### src/rtl/cpu_defs_pkg.sv
// Shared CPU execute-stage definitions: multiplier state encodings and widths.
package cpu_defs;

   localparam int WORD     = 32;
   localparam int MUL_ITER = 32;

   typedef enum logic [1:0] {
      MUL_IDLE = 2'd0,
      MUL_RUN  = 2'd1,
      MUL_DONE = 2'd2
   } mul_state_t;

endpackage

### src/rtl/adder_32bit.sv
// 32-bit adder with carry in/out; the only arithmetic element of the multiplier datapath.
module adder_32bit
   import cpu_defs::*;
(
   input  logic [WORD-1:0] in1,
   input  logic [WORD-1:0] in2,
   input  logic            c_in,
   output logic [WORD-1:0] sum,
   output logic            c_out
);

   assign {c_out, sum} = {1'b0, in1} + {1'b0, in2} + {{WORD{1'b0}}, c_in};

endmodule

### src/rtl/mult_seq_32bit.sv
// Sequential 32x32->64 multiplier: radix-2 shift-add (unsigned) or Booth (signed),
// one partial product per clock through a single adder_32bit.
//
//   state    | meaning
//   ---------+-----------------------------------------------
//   MUL_IDLE | waiting for start, product holds last result
//   MUL_RUN  | 32 iterations, one partial product per cycle
//   MUL_DONE | single cycle, done pulse, start accepted here
module mult_seq_32bit
   import cpu_defs::*;
#(
   parameter int WIDTH = 32
) (
   input  logic               clk,
   input  logic               rst,
   input  logic               start,
   input  logic               signed_op,
   input  logic [WIDTH-1:0]   multiplicand,
   input  logic [WIDTH-1:0]   multiplier,
   output logic               busy,
   output logic               done,
   output logic [2*WIDTH-1:0] product
);

   mul_state_t       state;
   logic [WORD-1:0]  a;
   logic [WORD-1:0]  qr;
   logic             q_1;
   logic [WORD-1:0]  mr;
   logic [5:0]       cnt;
   logic             sgn;

   logic [WORD-1:0]  add_in1;
   logic [WORD-1:0]  add_in2;
   logic             add_c_in;
   logic [WORD-1:0]  add_sum;
   logic             add_c_out;
   logic             ovf;
   logic             top;

   adder_32bit u_adder (
      .in1   (add_in1),
      .in2   (add_in2),
      .c_in  (add_c_in),
      .sum   (add_sum),
      .c_out (add_c_out)
   );

   always_comb begin
      add_in1  = '0;
      add_in2  = '0;
      add_c_in = 1'b0;
      if (state == MUL_RUN) begin
         add_in1 = a;
         if (!sgn) begin
            add_in2 = qr[0] ? mr : '0;
         end else begin
            case ({qr[0], q_1})
               2'b01: add_in2 = mr;
               2'b10: begin
                  add_in2  = ~mr;
                  add_c_in = 1'b1;
               end
               default: add_in2 = '0;
            endcase
         end
      end
   end

   // Signed mode needs the true 33-bit sign of A+/-M, not sum[31], so that
   // M = 0x80000000 subtracts correctly.
   assign ovf = (add_in1[WORD-1] == add_in2[WORD-1]) & (add_sum[WORD-1] != add_in1[WORD-1]);
   assign top = sgn ? (add_sum[WORD-1] ^ ovf) : add_c_out;

   assign product = {a, qr};

   always_ff @(posedge clk) begin
      if (rst) begin
         state <= MUL_IDLE;
         a     <= '0;
         qr    <= '0;
         q_1   <= 1'b0;
         mr    <= '0;
         cnt   <= '0;
         sgn   <= 1'b0;
         busy  <= 1'b0;
         done  <= 1'b0;
      end else begin
         case (state)
            MUL_RUN: begin
               a   <= {top, add_sum[WORD-1:1]};
               qr  <= {add_sum[0], qr[WORD-1:1]};
               q_1 <= qr[0];
               cnt <= cnt + 6'd1;
               if (cnt == 6'(MUL_ITER - 1)) begin
                  state <= MUL_DONE;
                  busy  <= 1'b0;
                  done  <= 1'b1;
               end
            end
            default: begin
               done <= 1'b0;
               if (start) begin
                  state <= MUL_RUN;
                  busy  <= 1'b1;
                  a     <= '0;
                  qr    <= multiplier;
                  q_1   <= 1'b0;
                  mr    <= multiplicand;
                  cnt   <= '0;
                  sgn   <= signed_op;
               end else begin
                  state <= MUL_IDLE;
               end
            end
         endcase
      end
   end

endmodule

### config.mk
export PLATFORM = sky130hd
export DESIGN_NAME = mult_seq_32bit
export DESIGN_NICKNAME = d
export VERILOG_FILES = /design/src/rtl/cpu_defs_pkg.sv /design/src/rtl/adder_32bit.sv /design/src/rtl/mult_seq_32bit.sv
export SDC_FILE = /design/constraint.sdc
export NUM_CORES = 1
export LEC_CHECK = 0
export ABC_AREA = 1
export CAP_MARGIN = 20
export CORE_MARGIN = 1
export CORE_UTILIZATION = 55
export DETAILED_ROUTE_END_ITERATION = 6
export PLACE_DENSITY_LB_ADDON = 0.12
export SLEW_MARGIN = 0
export SYNTH_ARGS = -nofsm -noshare
export SYNTH_HDL_FRONTEND = slang
export SYNTH_SLANG_ARGS = --single-unit
### constraint.sdc
create_clock -name clk -period 6.88 [get_ports clk]
set_input_delay 2.064 -clock clk [delete_from_list [all_inputs] [get_ports clk]]
set_output_delay 2.064 -clock clk [all_outputs]
set_load 0.01 [all_outputs]
Word-level counts from Yosys, hierarchy flattened:

Index checks and enable logic that the tools add are counted.

* reduce and logical (&&, ||, !) cells: 4
* $add $sub $neg: 3
* bitwise operators: 4
* multiplexer cells: 23
* eq/ne operators: 7

Operators with widths (number)
* $mux 32: 8
* $pmux 32 s2: 1
* $add 32x32->33: 1
* $add 33x1->33: 1
* $not 32->32: 1
* $mux 6: 2
* $mux 1: 10
* $add 6x1->6 const B: 1
* $eq 6x5->1 const B: 1
* $eq 2x1->1 const B: 2
* $mux 2: 2
* $reduce_and 2->1: 2
* $eq 2x2->1 const B: 1
* $ne 2x1->1 const B: 1
* $reduce_bool 2->1: 1
* $reduce_or 2->1: 1
* $and 1x1->1: 1
* $eq 1x1->1: 1
* $ne 1x1->1: 1
* $not 1->1: 1
* $xor 1x1->1: 1

* word-level logic and storage cells: 50
* bits in registers: 108
* output and inout bits: 66

Longest topological paths before layout:

* depth in word-level cells: 11
* depth in mapped cells: 23
* depth with buffers taken out: 22

Modules after synthesis:

From an unflattened synthesis, not the netlist that was laid out.

* cell total of the unflattened synthesis: 1347
* area total of the unflattened synthesis: 7853.8 um^2

Modules (own cells, without submodules)
* mult_seq_32bit: area an instance 5460.2 um^2, sequential area each 2162.1 um^2, instances 1, cells an instance 842
* adder_32bit: area an instance 2393.5 um^2, sequential area each 0.0 um^2, instances 1, cells an instance 505

Worst setup path before layout:

Ideal clock, no wire load.

* path type: register -> register
* from: register qr[0]
* to: register a[27]
* buffers on the path: 2
* cell stages (with the launch flop): 23
* setup time: 0.132 ns
* slack: 3.812 ns
* arrival: 2.936 ns
* cell sequence: dfxtp_1 -> buf_4 -> inv_2 -> nor2_2 -> inv_2 -> buf_6 -> o21ai_1 -> a21oi_1 -> or3_1 -> fa_1 -> fa_1 -> inv_1 -> nand3_1 -> nand2_1 -> nand2_1 -> nand2_2 -> nand2_1 -> nand2_1 -> nand3b_1 -> nand2_1 -> nand2_1 -> nand3_1 -> a21oi_1

* word-level cells in the longest chain between the ends: 7

Ends and longest elaborated chain
* start, declared: line mult_seq_32bit.sv:27 `logic [WORD-1:0] qr;`
* start signal, assigned: line mult_seq_32bit.sv:92 `qr <= {add_sum[0], qr[WORD-1:1]};`
* start signal, assigned: line mult_seq_32bit.sv:107 `qr <= multiplier;`
* $eq 2x2->1 / $eq 2x1->1 (equally long branches): line mult_seq_32bit.sv:58 `case ({qr[0], q_1})`
* $pmux 32 s2: line mult_seq_32bit.sv:58
* $mux 32: line mult_seq_32bit.sv:55 `if (!sgn) begin`
* $mux 32: line mult_seq_32bit.sv:53 `if (state == MUL_RUN) begin`
* $add 32x32->33: line adder_32bit.sv:12 `assign {c_out, sum} = {1'b0, in1} + {1'b0, in2} + {{WORD{1'b0}}, c_in};`
* $add 33x1->33 (*): line adder_32bit.sv:12
* $mux 32 (*): line mult_seq_32bit.sv:89 `case (state)`
* end signal, assigned: line mult_seq_32bit.sv:91 `a <= {top, add_sum[WORD-1:1]};`
* end, declared: line mult_seq_32bit.sv:26 `logic [WORD-1:0] a;`

Mark *: on every way between the ends. The rest lies on a longest branch, timed or not.
A chain may end at the register's enable or synchronous reset.

Worst setup path in the final report:

* from: register state[0]
* to: register a[29]

* word-level cells in the longest chain between the ends: 5

Ends and longest elaborated chain
* start, declared: line mult_seq_32bit.sv:25 `mul_state_t state;`
* start signal, assigned: line mult_seq_32bit.sv:79 `state <= MUL_IDLE;`
* start signal, assigned: line mult_seq_32bit.sv:96 `state <= MUL_DONE;`
* start signal, assigned: line mult_seq_32bit.sv:104 `state <= MUL_RUN;`
* $eq 2x1->1 (*): line mult_seq_32bit.sv:53, mult_seq_32bit.sv:89
* $mux 32: line mult_seq_32bit.sv:53
* $add 32x32->33: line adder_32bit.sv:12
* $add 33x1->33: line adder_32bit.sv:12
* $mux 32: line mult_seq_32bit.sv:89

Marks and branches as above.

==> summary.md <==
| Metric | Value |
|---|---|
| Initial Utilization | `56.5%` |
| CTS tree | `done` |
| Switch share | `28.8%` |
| Hold Crit Start | `a[23]` |
| Pwr dens | `162 mW/mm^2` |
| Initial antenna violation count | `0` |
| XOR/XNOR Fraction of Synth Area | `0%` |
| Cell area after layout | `0.00912 mm^2` |
| Number of port buffers | `133` |
| Slew Viols, Final | `0` |
| Cts bufs inserted | `9` |
| Status | `completed` |
| Post-DRT Antenna Nets | `0` |
| Post-synth EDFFs | `0` |
| Filler cell count | `1254` |
| Routed wire per std cell | `13.9 um` |
| Layout Cells excl Fill | `1518` |
| Hold depth | `2` |
| CP peak stage delay | `0.53 ns` |
| Largest family of logic cells by synthesized area | `simple AND/OR/NAND/NOR gates` |
| Ys flop type | `dfxtp_1` |
| Crit path max-delay family | `simple AND/OR/NAND/NOR gates` |
| Clock sinks | `108` |
| Bufs and invs on worst path | `4` |
| RR Endpoint | `a[29]` |
| Crit path launch type | `flip-flop` |
| Clk_lat worst skew | `0.35 ns` |
| R2R setup slack | `2.76 ns` |
| Synth Area per Inst | `6.01 um^2` |
| Hold Crit Endpoint | `a[23]` |
| Final min period | `4.12 ns` |
| Final period util | `59.9%` |
| Asr flop ratio synth | `0%` |
| DRC Markers | `0` |
| Path depth of the worst reg2reg path | `19` |
| Kind of critical path | `flip-flop to flip-flop` |
| Clk_skew | `0.00490 ns` |
| Power share of the combinational group | `17.7%` |
| Vias | `8146` |
| Final WL | `21100 um` |
| Rel. slew slack | `32.0%` |
| FF/Latch Area | `0.00216 mm^2` |
| Critical Path Fanout Max | `49` |
| Setup TNS Final | `0 ns` |
| Area grow syn2layout | `22.0%` |
| Clock buffer depth | `2` |
| Worst path cell trace | `inv_1, nor2_4, buf_4, inv_2, or3_1, fa_1, fa_1, inv_1, nand3_1, nand2_1, nand3_1, nand2_1, nand2_1, nand2_2, nand2_1, nand2_1, nand2_1, nand3_1, a21oi_1` |
| Crit-path slowest cell | `or3_1` |
| Finish-stage setup viols | `0` |
| Routability congestion estimate | `0.913` |
| Multiplexer share of the synthesized area | `0%` |
| First-pass GRT wire length | `33600 um` |
| CTS-repair resized insts | `0` |
| Static Leakage | `4.29 nW` |
| Clock power share | `35.8%` |
| Synth Area in Simple Gates | `32.4%` |
| Post-Synthesis Cells | `1244` |
| Distinct cell type count after synthesis | `34` |
| Core area | `0.0132 mm^2` |
| NumNets Final | `1439` |
| DIE AREA | `0.0141 mm^2` |
| Drt via density | `5.37` |
| Worst-path clk slew | `0.07 ns` |
| Gr ovfl total | `0` |
| Worst Path Arrival | `4.34 ns` |
| Max IR drop VDD | `121 uV` |
| Mapped cell area | `0.00748 mm^2` |
| Critical Path RT | `7.09 ns` |
| Share of cells above drive strength 1 | `3.65%` |
| Vias in the first global route | `6967` |
| Footprint of the multi-input gates | `0.00436 mm^2` |
| Synth warnings | `0` |
| CP dominant cell by count | `nand2_1` |
| Ports | `134` |
| Compound-Gate Fraction of Synth Area | `19.8%` |
| Register bit count reported by yosys | `108` |
| DP Area | `0.00882 mm^2` |
| P_sw | `0.000426 W` |
| F_max | `0.243 GHz` |
| Gr usage total | `29.7%` |
| Postcts setup bufs | `0` |
| Sequential Power Share | `46.5%` |
| Pint | `0.00105 W` |
| Largest net degree at the start of global routing | `65` |
| Clk Tree Root Cell | `clkbuf_16` |
| Antenna cells | `0` |
| Htree depth | `3` |
| Hold WC Path Type | `flip-flop to flip-flop` |
| R2R Path Start | `state[0]` |
| Overall Power | `0.00148 W` |
| Worst-margin pin slew | `1.02 ns` |
| Initial drt markers | `710` |
| Final HPWL DP | `15100 um` |
| Row cnt | `42` |
| DR pass1 iterations | `5` |
| Hold Violations, Final | `0` |
| Die X | `119 um` |
| Placed cell count | `1502` |
| Critical Path End Type | `flip-flop` |
| Post-Synth Adder-Cell Area | `5.89%` |
| Max-cap violation count | `0` |
| Die Ht | `119 um` |
| Sequential element share of the synthesized area | `28.9%` |
| Syn_nets | `1346` |
| RSZ-0062 raised after global routing | `false` |
| CTS Hold Buffers Added | `0` |
==> synthesized netlist by cell type, drive strengths merged (2+ instances only) <==
| cell | instances | area (um^2) |
|---|---|---|
| ha | 32 | 400 |
| nand4 | 4 | 25.0 |
| or3 | 31 | 194 |
| o211ai | 15 | 113 |
| fa | 2 | 40.0 |
| or2 | 5 | 31.3 |
| nand3b | 10 | 75.1 |
| o21ai | 90 | 454 |
| buf | 25 | 150 |
| clkbuf | 34 | 128 |
| inv | 184 | 691 |
| o221ai | 3 | 26.3 |
| nand3 | 41 | 205 |
| nor3 | 10 | 50.1 |
| a22oi | 6 | 45.0 |
| a21oi | 151 | 763 |
| nand2 | 322 | 1240 |
| dfxtp | 108 | 2160 |
| nor2 | 160 | 606 |
| o21bai | 7 | 52.6 |
==> cell type report <==
type                       count  share of cell area (%)
clock buffer                  13                    2.96
clock inverter                 3                   0.288
inverter                     184                    7.57
multi-input combinational    893                    47.8
sequential                   108                    23.7
tap                          176                    2.41
timing repair buffer         141                    15.3
==> cells by family after synthesis <==
| logic type | Yosys count |
|---|---|
| simple gates | 583 |
| fa+ha+maj | 34 |
| flops | 108 |
| buf+inv | 243 |
| compound gates | 276 |
==> power by group through the flow <==
| stage | clock network [W] | registers (W) | logic [W] |
|---|---|---|---|
| 6_report | 0.000529 | 0.000687 | 0.000262 |
| 5_1_grt | 0.000557 | 0.000692 | 0.000290 |
| 4_1_cts | 0.000536 | 0.000686 | 0.000261 |
| 3_5_place_dp | 0 | 0.000701 | 0.000259 |
| 3_3_place_gp | 0 | 0.000700 | 0.000254 |
| 2_1_floorplan | 0 | 0.000698 | 0.000153 |
==> state kept, by name, indices dropped and copies added (netlist names) <==
name	count
a	32
busy	1
cnt	6
done	1
mr	32
q_1	1
qr	32
sgn	1
state	2
==> per-stage QoR <==
stage               utilization (%)  hold WS [ns]  setup slack (ns)
finish                         68.9         0.479              2.76
global route                   68.9         0.502              2.47
CTS                            68.9         0.481              2.82
detailed placement             66.6         0.470              2.48
global placement               66.6         0.456              2.54
floorplan                         -         0.454              3.81
==> how the worst max path moves through the flow <==
stage / slack, ns / endpoint / cells past startpoint / from
2_1_floorplan: 3.81 / a[27] / 22 / qr[0]
3_3_place_gp: 2.54 / mr[19] / 6 / start
3_5_place_dp: 2.48 / cnt[5] / 6 / start
4_1_cts: 2.82 / a[29] / 19 / state[0]
5_1_grt: 2.47 / a[27] / 19 / state[0]
6_report: 2.76 / a[29] / 19 / state[0]
==> worst min-delay path, cell delays in order (launching register included) <==
cell	delay [ns]
dfxtp_1	0.32
nand2_1	0.06
a21oi_1	0.05
==> per-layer routing <==
metal | vias to the layer above | wire length, um | share of wire (%) | track usage, %
met3 | 35 | 1330 | 6.3 | 4.54
li1 | 4150 | - | - | -
met4 | 0 | 402 | 1.9 | 10.1
met1 | 3656 | 9970 | 47 | 41.3
met2 | 305 | 9410 | 45 | 46.6
met5 | - | 0 | 0 | 0
==> layout by cell type, fill, tap and decap left out, types with 3 or more instances in the layout <==
cell type,count
inv_1,179
o211ai_1,15
o21ai_1,4
nand2_1,310
o21bai_1,7
nand3_1,41
buf_4,8
nand2_2,12
clkbuf_16,9
clkbuf_8,3
a22oi_1,6
ha_1,32
clkdlybuf4s50_1,133
o221ai_1,3
nand4_1,4
a21oi_1,149
or3_1,31
nor2_1,157
o21ai_0,85
nand3b_1,10
nor3_1,10
inv_2,5
or2_2,3
dfxtp_1,108
Note: power is estimated with default switching activity, not from simulation.
